<file path="src/rtl/golden_delivery_pkg.sv">
// golden_delivery_pkg: shared state encoding and default timeout for the delivery controller
package golden_delivery_pkg;
    typedef enum logic [2:0] {
        IDLE,
        WAIT_CUSTOMS,
        WAIT_TRANSIT,
        RELEASED,
        DONE,
        FAULT
    } state_e;
    localparam int TIMEOUT_DEFAULT = 16;
endpackage

</file>
<file path="src/rtl/golden_delivery_timer.sv">
// golden_delivery_timer: per-state wait counter flagging the last allowed cycle
module golden_delivery_timer #(
    parameter int TIMEOUT_CYCLES = golden_delivery_pkg::TIMEOUT_DEFAULT
) (
    input  logic clk,
    input  logic rst,
    input  logic clr,
    input  logic en,
    output logic expired
);
    localparam logic [7:0] LAST = 8'(TIMEOUT_CYCLES - 1);
    logic [7:0] cnt_q, cnt_d;
    assign cnt_d = clr ? 8'd0 : en ? cnt_q + 8'd1 : cnt_q;
    assign expired = cnt_q == LAST;
    always_ff @(posedge clk or posedge rst) begin
        if (rst) cnt_q <= 8'd0;
        else cnt_q <= cnt_d;
    end
endmodule

</file>
<file path="src/rtl/golden_delivery_ctrl.sv">
// golden_delivery_ctrl: shipment FSM gating release on customs/transit and confirming arrival
module golden_delivery_ctrl
    import golden_delivery_pkg::*;
#(
    parameter int ID_W           = 4,
    parameter int TIMEOUT_CYCLES = TIMEOUT_DEFAULT,
    parameter int CNT_W          = 8
) (
    input  logic             clk,
    input  logic             rst,
    input  logic             req_valid,
    output logic             req_ready,
    input  logic [ID_W-1:0]  req_id,
    input  logic             customs_cleared,
    input  logic             transit_ready,
    input  logic             arrived_on_truck,
    input  logic             fault_clr,
    output logic             shipment_released,
    output logic             delivery_confirmed,
    output logic [ID_W-1:0]  delivery_id,
    output logic             fault,
    output logic [CNT_W-1:0] delivered_count
);
    state_e state_q, state_d;
    logic [ID_W-1:0] id_q, id_d;
    logic [CNT_W-1:0] cnt_q, cnt_d;
    logic expired, waiting;

    assign waiting = state_q inside {WAIT_CUSTOMS, WAIT_TRANSIT, RELEASED};

    golden_delivery_timer #(.TIMEOUT_CYCLES(TIMEOUT_CYCLES)) u_timer (
        .clk(clk),
        .rst(rst),
        .clr(state_d != state_q),
        .en(waiting),
        .expired(expired)
    );

    // Progress conditions are tested before the timeout so they win on the last cycle
    always_comb begin
        state_d = state_q;
        case (state_q)
            IDLE:         state_d = req_valid ? WAIT_CUSTOMS : IDLE;
            WAIT_CUSTOMS: state_d = customs_cleared ? WAIT_TRANSIT : expired ? FAULT : WAIT_CUSTOMS;
            WAIT_TRANSIT: state_d = (customs_cleared && transit_ready) ? RELEASED :
                                    !customs_cleared ? WAIT_CUSTOMS : expired ? FAULT : WAIT_TRANSIT;
            RELEASED:     state_d = (customs_cleared && arrived_on_truck) ? DONE :
                                    (!customs_cleared || expired) ? FAULT : RELEASED;
            DONE:         state_d = IDLE;
            FAULT:        state_d = fault_clr ? IDLE : FAULT;
            default:      state_d = IDLE;
        endcase
    end

    assign id_d  = (state_q == IDLE && req_valid) ? req_id : id_q;
    assign cnt_d = (state_d == DONE) ? cnt_q + 1'b1 : cnt_q;

    always_ff @(posedge clk or posedge rst) begin
        if (rst) begin
            state_q <= IDLE;
            id_q    <= '0;
            cnt_q   <= '0;
        end else begin
            state_q <= state_d;
            id_q    <= id_d;
            cnt_q   <= cnt_d;
        end
    end

    assign req_ready          = state_q == IDLE;
    assign shipment_released  = state_q == RELEASED;
    assign delivery_confirmed = state_q == DONE;
    assign fault              = state_q == FAULT;
    assign delivery_id        = id_q;
    assign delivered_count    = cnt_q;
endmodule
</file>
<file path="config.mk">
export PLATFORM = sky130hd
export DESIGN_NAME = golden_delivery_ctrl
export DESIGN_NICKNAME = d
export VERILOG_FILES = /design/src/rtl/golden_delivery_pkg.sv /design/src/rtl/golden_delivery_timer.sv /design/src/rtl/golden_delivery_ctrl.sv
export SDC_FILE = /design/constraint.sdc
export NUM_CORES = 1
export LEC_CHECK = 0
export CAP_MARGIN = 20
export CORE_MARGIN = 5
export CORE_UTILIZATION = 53
export CTS_CLUSTER_SIZE = 20
export DETAILED_ROUTE_END_ITERATION = 16
export GPL_TIMING_DRIVEN = 0
export PLACE_DENSITY = 0.84
export SLEW_MARGIN = 20
export SYNTH_ARGS = -nofsm -noshare
export SYNTH_HDL_FRONTEND = slang
export SYNTH_SLANG_ARGS = --single-unit
</file>
<file path="constraint.sdc">
create_clock -name clk -period 4.9 [get_ports clk]
set_input_delay 0.98 -clock clk [delete_from_list [all_inputs] [get_ports clk]]
set_output_delay 0.98 -clock clk [all_outputs]
set_load 0.02 [all_outputs]
</file>
Word-level counts from Yosys, hierarchy flattened
Index checks and enable logic that the tools add are counted.
{"block": "classes", "n_addsub": 2, "n_eq_ne": 8, "mux": 12, "reduce_logical": 8}
{"op": "3-bit 2-to-1 mux", "n": 8}
{"op": "8-bit by 1-bit adder with 8-bit output (second input constant)", "n": 2}
{"op": "8-bit 2-to-1 mux", "n": 2}
{"op": "3-bit case mux with 5 select lines", "n": 1}
{"op": "3-bit == test (second input constant)", "n": 3}
{"op": "8-bit by 4-bit == test with 1-bit output (second input constant)", "n": 1}
{"op": "3-bit by 2-bit == test with 1-bit output (second input constant)", "n": 2}
{"op": "3-bit by 1-bit == test with 1-bit output (second input constant)", "n": 1}
{"op": "1-bit logical AND", "n": 3}
{"op": "3-bit zero test", "n": 1}
{"op": "3-bit inequality test", "n": 1}
{"op": "3-bit nonzero test", "n": 1}
{"op": "2-bit nonzero test", "n": 1}
{"op": "1-bit zero test", "n": 1}
{"op": "1-bit logical OR", "n": 1}
{"op": "1-bit 2-to-1 mux", "n": 1}
{"block": "word_totals", "ff_bits": 23, "inputBits": 11, "output_inout_bits": 16, "word_cells": 34}

Depth between registers and ports, before layout
Gate-level depths: netlist of run 1.
{"block": "logic_depth", "word_depth": 7, "depth_mapped": 8, "mapped_depth_nobuf": 6}

Hierarchy
From an unflattened synthesis of run 1, not the netlist that was laid out.
{"block": "unflattened", "cells_unflattened": 113, "area_unflattened_um2": 1193.6}
{"module": "golden_delivery_ctrl", "n_inst": 1, "cells_per_inst": 72, "area_each_um2": 792.0, "seq_area_each_um2": 375.4}
{"module": "golden_delivery_timer", "n_inst": 1, "cells_per_inst": 41, "area_each_um2": 401.6, "seq_area_each_um2": 200.2}

Worst setup path after synthesis of run 1
No wires, ideal clock.
{"block": "synth_timing", "kind": "input to register", "start": "in fault_clr", "end": "reg cnt_q[1] (netlist: delivered_count[1])", "setup_ns": 0.125, "arrival_ns": 2.047, "required_time_ns": 4.775, "setup_slack_ns": 2.728, "cell_stages": 6, "n_path_buf": 1, "cell_sequence": "nor3b_1 a31oi_1 o22ai_1 and3b_1 buf_6 mux2_4"}
{"block": "synth_between", "elab_chain_cells": 3}
{"item": "start: declaration", "line_no": "golden_delivery_ctrl.sv:17", "source": "input logic fault_clr,"}
{"item": "3-bit 2-to-1 mux", "line_no": "golden_delivery_ctrl.sv:50", "source": "FAULT: state_d = fault_clr ? IDLE : FAULT;"}
{"item": "3-bit case mux with 5 select lines", "line_no": "golden_delivery_ctrl.sv:42", "source": "case (state_q)"}
{"item": "named net state_d[2]", "line_no": "golden_delivery_ctrl.sv:24", "source": "state_e state_q, state_d;"}
{"item": "3-bit == test", "line_no": "golden_delivery_ctrl.sv:56", "source": "assign cnt_d = (state_d == DONE) ? cnt_q + 1'b1 : cnt_q;"}
{"item": "end signal: assignment", "line_no": "golden_delivery_ctrl.sv:66", "source": "cnt_q <= cnt_d;"}
{"item": "end: declaration", "line_no": "golden_delivery_ctrl.sv:26", "source": "logic [CNT_W-1:0] cnt_q, cnt_d;"}
The timed path passes the listed nets, and every way through them passes these cells.
A chain may end at the register's enable or synchronous reset.

Final worst setup path of run 1
{"block": "layout_timing", "start": "reg state_q[0]", "end": "out fault"}
{"block": "layout_between", "elab_chain_cells": 1}
{"item": "start: declaration", "line_no": "golden_delivery_ctrl.sv:24"}
{"item": "start signal: assignment", "line_no": "golden_delivery_ctrl.sv:64", "source": "state_q <= state_d;"}
{"item": "3-bit == test", "line_no": "golden_delivery_ctrl.sv:73", "source": "assign fault = state_q == FAULT;"}
{"item": "end: declaration", "line_no": "golden_delivery_ctrl.sv:21", "source": "output logic fault,"}
Every way passes these cells.

==> reports/results.txt, run 1 <==
starting density of the core: 54.7%
P_int: 0.441 mW
CTS HTree Levels: 1
DP Wirelength: 1810 um
register area share after synthesis: 48.0%
die width: 57.6 um
worst hold path stage count: 1
num rows: 17
Final min period: 2960 ps
Final Skew: 4.10 ps
top_reg_cell synth: dfrtp_1
Cells after Synth: 115
Synth Area in XOR/XNOR: 10.2%
Hold EP: delivered_count[7]
Yosys reg bits: 23
final setup TNS: 0 ps
average size of a mapped cell: 10.4 um^2
share of layout cells above drive strength 1: 9.66%
most frequent cells in the layout: clkdlybuf4s50_1, dfrtp_1, nor3_1, nor2_1, xnor2_1
clk slew on worst S/H paths: 120 ps
vias in the first global route: 929
Reg2Reg Depth: 4
worst setup margin: 1940 ps
Die Span Y: 57.6 um
Post-CTS Setup Repair Bufs: 0
Core ar.: 2190 um^2
vias per inst: 5.46
R2R setup slack: 2910 ps
Ant. Diodes: 0
LEAKAGE: 0.644 nW
drt pass-1 iters: 4
worst r2r dst: u_timer.cnt_q[0]
largest net degree at the start of global routing: 24
combinational power share: 50.4%
clock share of power: 11.8%
Post-CTS Hold Buffers: 0
maximum clock rate: 0.337 GHz
main combinational cell family by area after synthesis: simple AND/OR/NAND/NOR gates
RSZ-0062 raised after global routing: false
min-delay worst type: reg2reg
mux cell area share after synthesis: 6.68%
initial antenna violation count: 0
Max FO, Critical Path: 9
dpl ws: 2020 ps
worst relative slew slack: 34.1%
crit share post-route: 60.5%
nets: 159
Mapped Area: 1200 um^2
GPL Wtd Cong: 0.950
Worst-Skew Late Latency: 310 ps
Synth Net Count: 128
max cap viols: 0
crit path launch type: flop
Routed WL: 2410 um
DRC viols: 0
# setup viols final: 0
CTS buffer count: 3
TritonCTS clock tree: done
EDFF count, synth: 0
Post-Synth Adder-Cell Area: 2.09%
status: finished clean
Vias: 944
P&R area growth vs syn: 26.8%
initial drt markers: 22
first-pass GRT wire length: 4010 um
crit path DAT: 1980 ps
Post-synth ARST share: 100%
Worst IR Drop VDD: 0.381 mV
gr ovfl total: 0
Clock Sinks: 23
Worst Min Path Start: delivered_count[7]
Max Slew Vio Count: 0
Synth Area in Compound Gates: 6.99%
Critical Path Sink Type: output pin
pwr dens: 484 nW/um^2
worst setup path category: reg2out
# IOs: 27
commonest non-fill, non-tap cell in the layout: clkdlybuf4s50_1
Clock Path Buffers: 2
YS warnings: 0
total track usage: 15.1%
simple-gate share of the synthesized area: 22.1%
Worst-Margin Slew: 980 ps
post-synthesis cell type count: 37
Final Hold Fails: 0
DRT antenna net count: 0
Psw: 0.295 mW
PostCTS Resize Cnt: 0
routed len/inst: 13.9 um
share of power burned in registers: 37.7%
Die Area: 3310 um^2
Root Buffer: clkbuf_4
switch share: 40.1%
I/O Buffers: 26
reg2reg start: state_q[0]
Required @ worst endpoint: 3920 ps
-- synthesized netlist by cell type (3+ instances only) --
cell	n	area [um^2]
nand2_1	5	18.8
nor2_1	9	33.8
nand3_1	5	25.0
nand2b_1	3	18.8
dfrtp_1	23	576
xor2_1	5	43.8
nand4_1	4	25.0
nor3_1	10	50.1
mux2_2	4	45.0
xnor2_1	9	78.8
inv_1	5	18.8
-- power groups by stage --
stage | clock network, mW | registers [mW] | logic (mW)
2_1_floorplan | 0 | 0.310 | 0.205
3_5_place_dp | 0 | 0.281 | 0.370
6_report | 0.0872 | 0.278 | 0.371
4_1_cts | 0.0899 | 0.277 | 0.373
5_1_grt | 0.100 | 0.285 | 0.403
3_3_place_gp | 0 | 0.277 | 0.363
-- state kept, by name, summed over array words and instances (netlist names) --
signal and count:
state_q 3, delivered_count 8, delivery_id 4, u_timer.cnt_q 8
-- layout make-up --
type / instances / area, um^2
tap: 28 / 35.0
fill: 177 / 671
inverter: 5 / 18.8
multi-input combinational: 83 / 577
buffer: 4 / 27.5
timing repair buffer: 26 / 260
clock buffer: 4 / 26.3
sequential: 23 / 576
-- routing by layer --
layer,routed length (um),global-route usage [%],up-vias
met4,34,5.96,0
li1,-,-,470
met1,1110,20.0,450
met2,1170,25.0,20
met5,0,0,-
met3,91,1.81,4
-- worst max-delay path, stage by stage, from the launching register on --
cell and delay, ps:
dfrtp_1 340, clkbuf_1 310, inv_1 200, nor3_1 200, clkdlybuf4s50_1 630
-- logic make-up after synthesis --
group | Yosys count
XOR/XNOR | 14
adder cells (fa/ha/maj) | 2
AO/OA/AOI/OAI | 12
flip-flops | 23
multiplexers | 7
AND/OR/NAND/NOR | 48
buffers and inverters | 9
-- how the worst max path moves through the flow --
stage                    endpoint  slack [ps]             from  depth (start not counted)
6_report                    fault        1940       state_q[0]                          4
3_3_place_gp   delivered_count[1]        2100  customs_cleared                          7
4_1_cts                     fault        1920       state_q[0]                          4
5_1_grt                     fault        1820       state_q[0]                          4
2_1_floorplan  delivered_count[1]        2730        fault_clr                          6
3_5_place_dp   delivered_count[1]        2020  customs_cleared                          7
-- stage by stage --
stage,util [%],std cells,cell area [um^2],hold WS (ps),power [mW]
2_1_floorplan,-,115,1200,524,0.514
3_3_place_gp,68.2,169,1490,460,0.639
3_5_place_dp,68.2,169,1490,481,0.651
4_1_cts,69.4,173,1520,499,0.739
5_1_grt,69.4,173,1520,515,0.789
6_report,69.4,173,1520,491,0.736
No activity file was read; power rests on OpenSTA's default activity.
==> run 2, diff against run 1 <==
- CORE_UTILIZATION: 53 -> 49
- PLACE_DENSITY: 0.84 -> 0.78
- clock period: 4.9 -> 2.9 ns (I/O delays scaled with it)
==> reports/results.txt, run 2 (synthesis gave the netlist of run 1 again) <==
P&R area growth vs syn: 27.1%
nets: 159 (unchanged)
clock share of power: 11.7% (about the same)
Required @ worst endpoint: 2320 ps (-1600 ps)
Area after DPL: 1500 um^2 (+0.17%)
combinational power share: 50.9% (+0.5 points)
PostCTS Resize Cnt: 0 (unchanged)
vias in the first global route: 964 (+3.8%)
# IOs: 27 (unchanged)
fin cells: 175 (+1.2%)
worst relative slew slack: 36.6% (+2.5 points)
worst setup path category: reg2out
largest net degree at the start of global routing: 24 (unchanged)
vias per inst: 5.34 (-2.2%)
GPL Wtd Cong: 0.881 (-7.2%)
initial antenna violation count: 0 (unchanged)
Die Area: 3540 um^2 (+6.7%)
Routed WL: 2340 um (-3.0%)
Max FO, Critical Path: 9 (unchanged)
Final min period: 2570 ps
Ant. Diodes: 0 (unchanged)
initial drt markers: 23 (+4.5%)
Post-Place Cells: 171 (+1.2%)
maximum clock rate: 0.390 GHz
Reg2Reg Depth: 6 (+2)
total power: 1.24 mW (+68%)
slowest CP cell: clkdlybuf4s50_1
Worst IR Drop VDD: 0.707 mV (+86%)
Largest delay share family, worst path: buffers and inverters
final setup TNS: 0 ps (unchanged)
Post-CTS Hold Buffers: 0 (unchanged)
Die Span Y: 59.5 um (+3.3%)
routed len/inst: 13.3 um (-4.1%)
min-delay worst type: reg2reg
Max Slew Vio Count: 0 (unchanged)
status: finished clean
num rows: 18 (+1)
CTS buffer count: 3 (unchanged)
crit-path max cell delay: 630 ps (about the same)
first-pass GRT wire length: 4060 um (+1.2%)
gr ovfl total: 0 (unchanged)
Worst-Margin Slew: 943 ps (-36.5 ps)
Critical Path Sink: fault
Psw: 0.492 mW (+67%)
reg2reg start: u_timer.cnt_q[4]
Final Skew: 2.56 ps (-1.54 ps)
Root Buffer: clkbuf_4
Clock Path Buffers: 2 (unchanged)
Final Hold Fails: 0 (unchanged)
R2R setup slack: 890 ps (-2020 ps)
CTS HTree Levels: 1 (unchanged)
pwr dens: 811 nW/um^2 (+67%)
share of layout cells above drive strength 1: 10.3% (+0.69 points)
design area: 1520 um^2 (+0.25%)
starting density of the core: 49.7% (-5.0 points)
Worst-Skew Late Latency: 300 ps (about the same)
worst r2r dst: delivered_count[1]
crit-path cells: clkbuf_1, inv_1, nor3_1, clkdlybuf4s50_1
share of power burned in registers: 37.4% (-0.3 points)
crit path DAT: 1990 ps (about the same)
Crit. path cell count: 4 (unchanged)
# setup viols final: 0 (unchanged)
P_int: 0.743 mW (+68%)
RSZ-0062 raised after global routing: false
total track usage: 15.0% (-0.15 points)
Critical Path Sink Type: output pin
commonest non-fill, non-tap cell in the layout: clkdlybuf4s50_1
DRT antenna net count: 0 (unchanged)
drt pass-1 iters: 4 (unchanged)
LEAKAGE: 0.647 nW (+0.42%)
crit path buf inv count: 3 (unchanged)
Worst Setup SP: state_q[0]
most frequent cells in the layout: clkdlybuf4s50_1, dfrtp_1, nor3_1, nor2_1, xnor2_1
Post-CTS Setup Repair Bufs: 0 (unchanged)
max cap viols: 0 (unchanged)
Vias: 934 (-1.1%)
I/O Buffers: 26 (unchanged)
crit share post-route: 88.5%
die width: 59.5 um (+3.3%)
DRC viols: 0 (unchanged)
clk slew on worst S/H paths: 120 ps (about the same)
DP Wirelength: 1820 um (+0.60%)
Core ar.: 2410 um^2 (+10%)
TritonCTS clock tree: done
Clock Sinks: 23 (unchanged)
switch share: 39.8% (-0.23 points)
crit path launch type: flop
==> run 2: cell types whose count changed in the layout (fill, tap and decap cells not counted), sizes merged <==
cell / before / now
clkbuf: 5 / 4
clkinv: 0 / 1
==> run 2: per-stage QoR <==
stage          hold slack (ps)  setup WS (ps)  util [%]
4_1_cts                    508            296      63.2
3_5_place_dp               487            509      62.1
5_1_grt                    521            180      63.2
3_3_place_gp               463            508      62.1
6_report                   494            334      63.2
2_1_floorplan              524           1020         -
==> run 2: cell type report <==
class	instances	area, um^2
buffer	4	27.5
clock buffer	3	22.5
clock inverter	1	5.00
fill	200	886
inverter	5	18.8
multi-input combinational	83	577
sequential	23	576
tap	30	37.5
timing repair buffer	26	260
==> run 2: how the worst min path moves through the flow <==
stage	to	cells past startpoint	start	slack (ps)
floorplan	u_timer.cnt_q[7]	2	u_timer.cnt_q[7]	520
global placement	delivered_count[7]	1	delivered_count[7]	460
CTS	delivered_count[4]	1	delivered_count[4]	510
detailed placement	delivered_count[7]	1	delivered_count[7]	490
finish	delivered_count[7]	1	delivered_count[7]	490
global route	delivered_count[7]	1	delivered_count[7]	520
==> run 2: worst reg2reg max path, stage by stage (launching register included) <==
cell	delay, ps
dfrtp_1	450
nor4_2	320
nand4_2	240
a31oi_2	270
and3b_1	210
buf_6	130
mux2_4	290
==> run 2: power by group through the flow <==
stage	clock network, mW	registers [mW]	logic [mW]
global route	0.168	0.477	0.680
CTS	0.151	0.462	0.634
finish	0.145	0.462	0.628
floorplan	0	0.523	0.346
detailed placement	0	0.469	0.630
global placement	0	0.467	0.615
==> run 2: per-layer routing <==
metal | vias to the layer above | global-route usage, % | routed length [um]
li1 | 468 | - | -
met1 | 440 | 18.4 | 1050
met4 | 0 | 6.80 | 39
met5 | - | 0 | 0
met3 | 4 | 2.18 | 95
met2 | 22 | 25.6 | 1150
==> RTL change: new RTL, settings of run 1 <==
Make the reset (`rst`) synchronous in 2 clocked blocks.
--- a/src/rtl/golden_delivery_timer.sv
+++ b/src/rtl/golden_delivery_timer.sv
@@ -12,7 +12,7 @@
     logic [7:0] cnt_q, cnt_d;
     assign cnt_d = clr ? 8'd0 : en ? cnt_q + 8'd1 : cnt_q;
     assign expired = cnt_q == LAST;
-    always_ff @(posedge clk or posedge rst) begin
+    always_ff @(posedge clk) begin
         if (rst) cnt_q <= 8'd0;
         else cnt_q <= cnt_d;
     end
--- a/src/rtl/golden_delivery_ctrl.sv
+++ b/src/rtl/golden_delivery_ctrl.sv
@@ -55,7 +55,7 @@
     assign id_d  = (state_q == IDLE && req_valid) ? req_id : id_q;
     assign cnt_d = (state_d == DONE) ? cnt_q + 1'b1 : cnt_q;
 
-    always_ff @(posedge clk or posedge rst) begin
+    always_ff @(posedge clk) begin
         if (rst) begin
             state_q <= IDLE;
             id_q    <= '0;
Function: differs if rst is asserted again (counterexample within 4 cycles, from zero or initial values and one cycle with rst high); with rst held inactive, the same outputs for 10 cycles.
==> RTL change against run 1 <==
  * Wire length up 26%
  * Die area grew 8.0%
  * Sequential cell count is the same
  * Final area rose by 7.9%
  * Critical path depth is the same
  * Synthesized cell count is 33% higher
  * Register-to-register slack worse by 260 ps
  * Area after synthesis grew 9.7%
  * Sequential share of layout area shrank 9.8 points
  * Setup slack improved by 66 ps
  * Hold slack worse by 18 ps
  * Clock skew rose by 4.2 ps
Power is not compared: it rests on default switching activity, and its combinational part moved more than twofold at a synthesized area within 25%.
==> RTL change: results (changes against run 1) <==
Critical path
  • Worst r2r src: u_timer.cnt_q[0] (was state_q[0])
  • Crit path max-delay family: buffers and inverters (unchanged)
  • Slowest cell delay on critical path: 630 ps (about the same)
  • Crit Path Max Fanout: 10 (was 9)
  • Worst setup path startpoint: state_q[1] (was state_q[0])
  • RR Endpoint: delivered_count[5] (was u_timer.cnt_q[0])
  • Reg2reg path depth: 7 (was 4)
  • R2R setup slack: 2650 ps (was 2910 ps)
  • CP endpoint: shipment_released (was fault)
  • CP arrival: 1920 ps (was 1980 ps)

Layout
  • Multi-input gate area: 807 µm² (was 577 µm²)
  • Number of clock buffers in the layout: 3 (was 4)
  • Clock network area share: 1.68% (was 1.73%)
  • Multi-input gates: 121 (was 83)
  • Post-route insts no fill: 213 (was 173)
  • Fill count: 193 (was 177)
  • Seq area share: 28.1% (was 37.9%)
  • NonClk Buf Share: 18.3% (was 18.9%)
  • Share of layout cells above drive strength 1: 9.29% (was 9.66%)
  • Non-clock inverter total of the final layout: 2 (was 5)
  • Non-CTS buffers: 33 (was 30)
  • Nets: 197 (was 159)

Global route
  • Global-route wire length before repair: 5110 µm (was 4010 µm)
  • Gr usage total: 19.2% (was 15.1%)
  • Vias in the first global route: 1,182 (was 929)
  • Largest net degree at the start of global routing: 14 (was 24)

Min path
  • Worst hold stages: 2 (was 1)
  • Hold endpoint: delivery_id[1] (was delivered_count[7])
  • Hold path start: delivery_id[1] (was delivered_count[7])

STA
  • Setup Skew: 8.31 ps (was 4.10 ps)
  • Fmax: 345 MHz (was 337 MHz)
  • Slew @ Worst Pin: 521 ps (was 980 ps)

Yosys
  • Synth top area cells: dfxtp_1, nor2_1, nand2_1, mux2_1, nor2b_1 (was dfrtp_1, xnor2_1, nor3_1, mux2_2, xor2_1)
  • Post-Synthesis Cells: 153 (was 115)
  • Cell variety after synth: 45 (was 37)
  • Syn nets: 166 (was 128)
  • Async SR Flop Fraction: 0% (was 100%)
  • Most instantiated cells after synthesis: dfxtp_1, nor2_1, nand2_1 (was dfrtp_1, nor3_1, nor2_1, xnor2_1)
  • Top_reg_cell synth: dfxtp_1 (was dfrtp_1)
  • Seq/Total Area, Yosys: 35.0% (was 48.0%)

Placed design
  • Worst slack, placed: 1810 ps (was 2020 ps)
  • Global placement routability congestion: 0.916 (was 0.950)
  • Post-DP HPWL: 2320 µm (was 1810 µm)

Detailed routing
  • Total Wirelength: 3040 µm (was 2410 µm)
  • Drt first pass iters: 7 (was 4)
  • Routed vias/inst: 5.77 (was 5.46)
  • Antenna viol nets, final: 0 (unchanged)
  • Iter 0 DRT Violations: 54 (was 22)

Clock tree
  • Gates resized, CTS repair: 0 (unchanged)
  • Clk pin slew, worst setup/hold paths: 130 ps

Outcome
  • Status: completed (unchanged)
RTL change: per-layer routing:
layer	global-route usage, %	share of wire (%)
met3	3.67	7.6
met1	23.1	43
met5	0	0
met4	10.8	2.3
met2	31.6	47
RTL change: cell families after synthesis:
kind of cell	Yosys count	share of synthesized area (%)
adders and majority gates	2	1.90
muxes	9	7.42
and+or+nand+nor	80	34.3
DFF	23	35.0
buffers and inverters	9	3.62
xor gates and xnor gates	7	4.66
AOI/OAI and AO/OA	23	13.1
RTL change: stage by stage:
| step | area, µm² | power, mW | util, % | hold slack, ps |
|---|---|---|---|---|
| final | 1640 | 0.350 | 67.4 | 473 |
| after global routing | 1640 | 0.369 | 67.4 | 503 |
| after CTS | 1640 | 0.353 | 67.4 | 474 |
| after detailed placement | 1610 | 0.263 | 66.3 | 456 |
| after global placement | 1610 | 0.261 | 66.3 | 442 |
| after floorplan | 1320 | 0.238 | - | 477 |
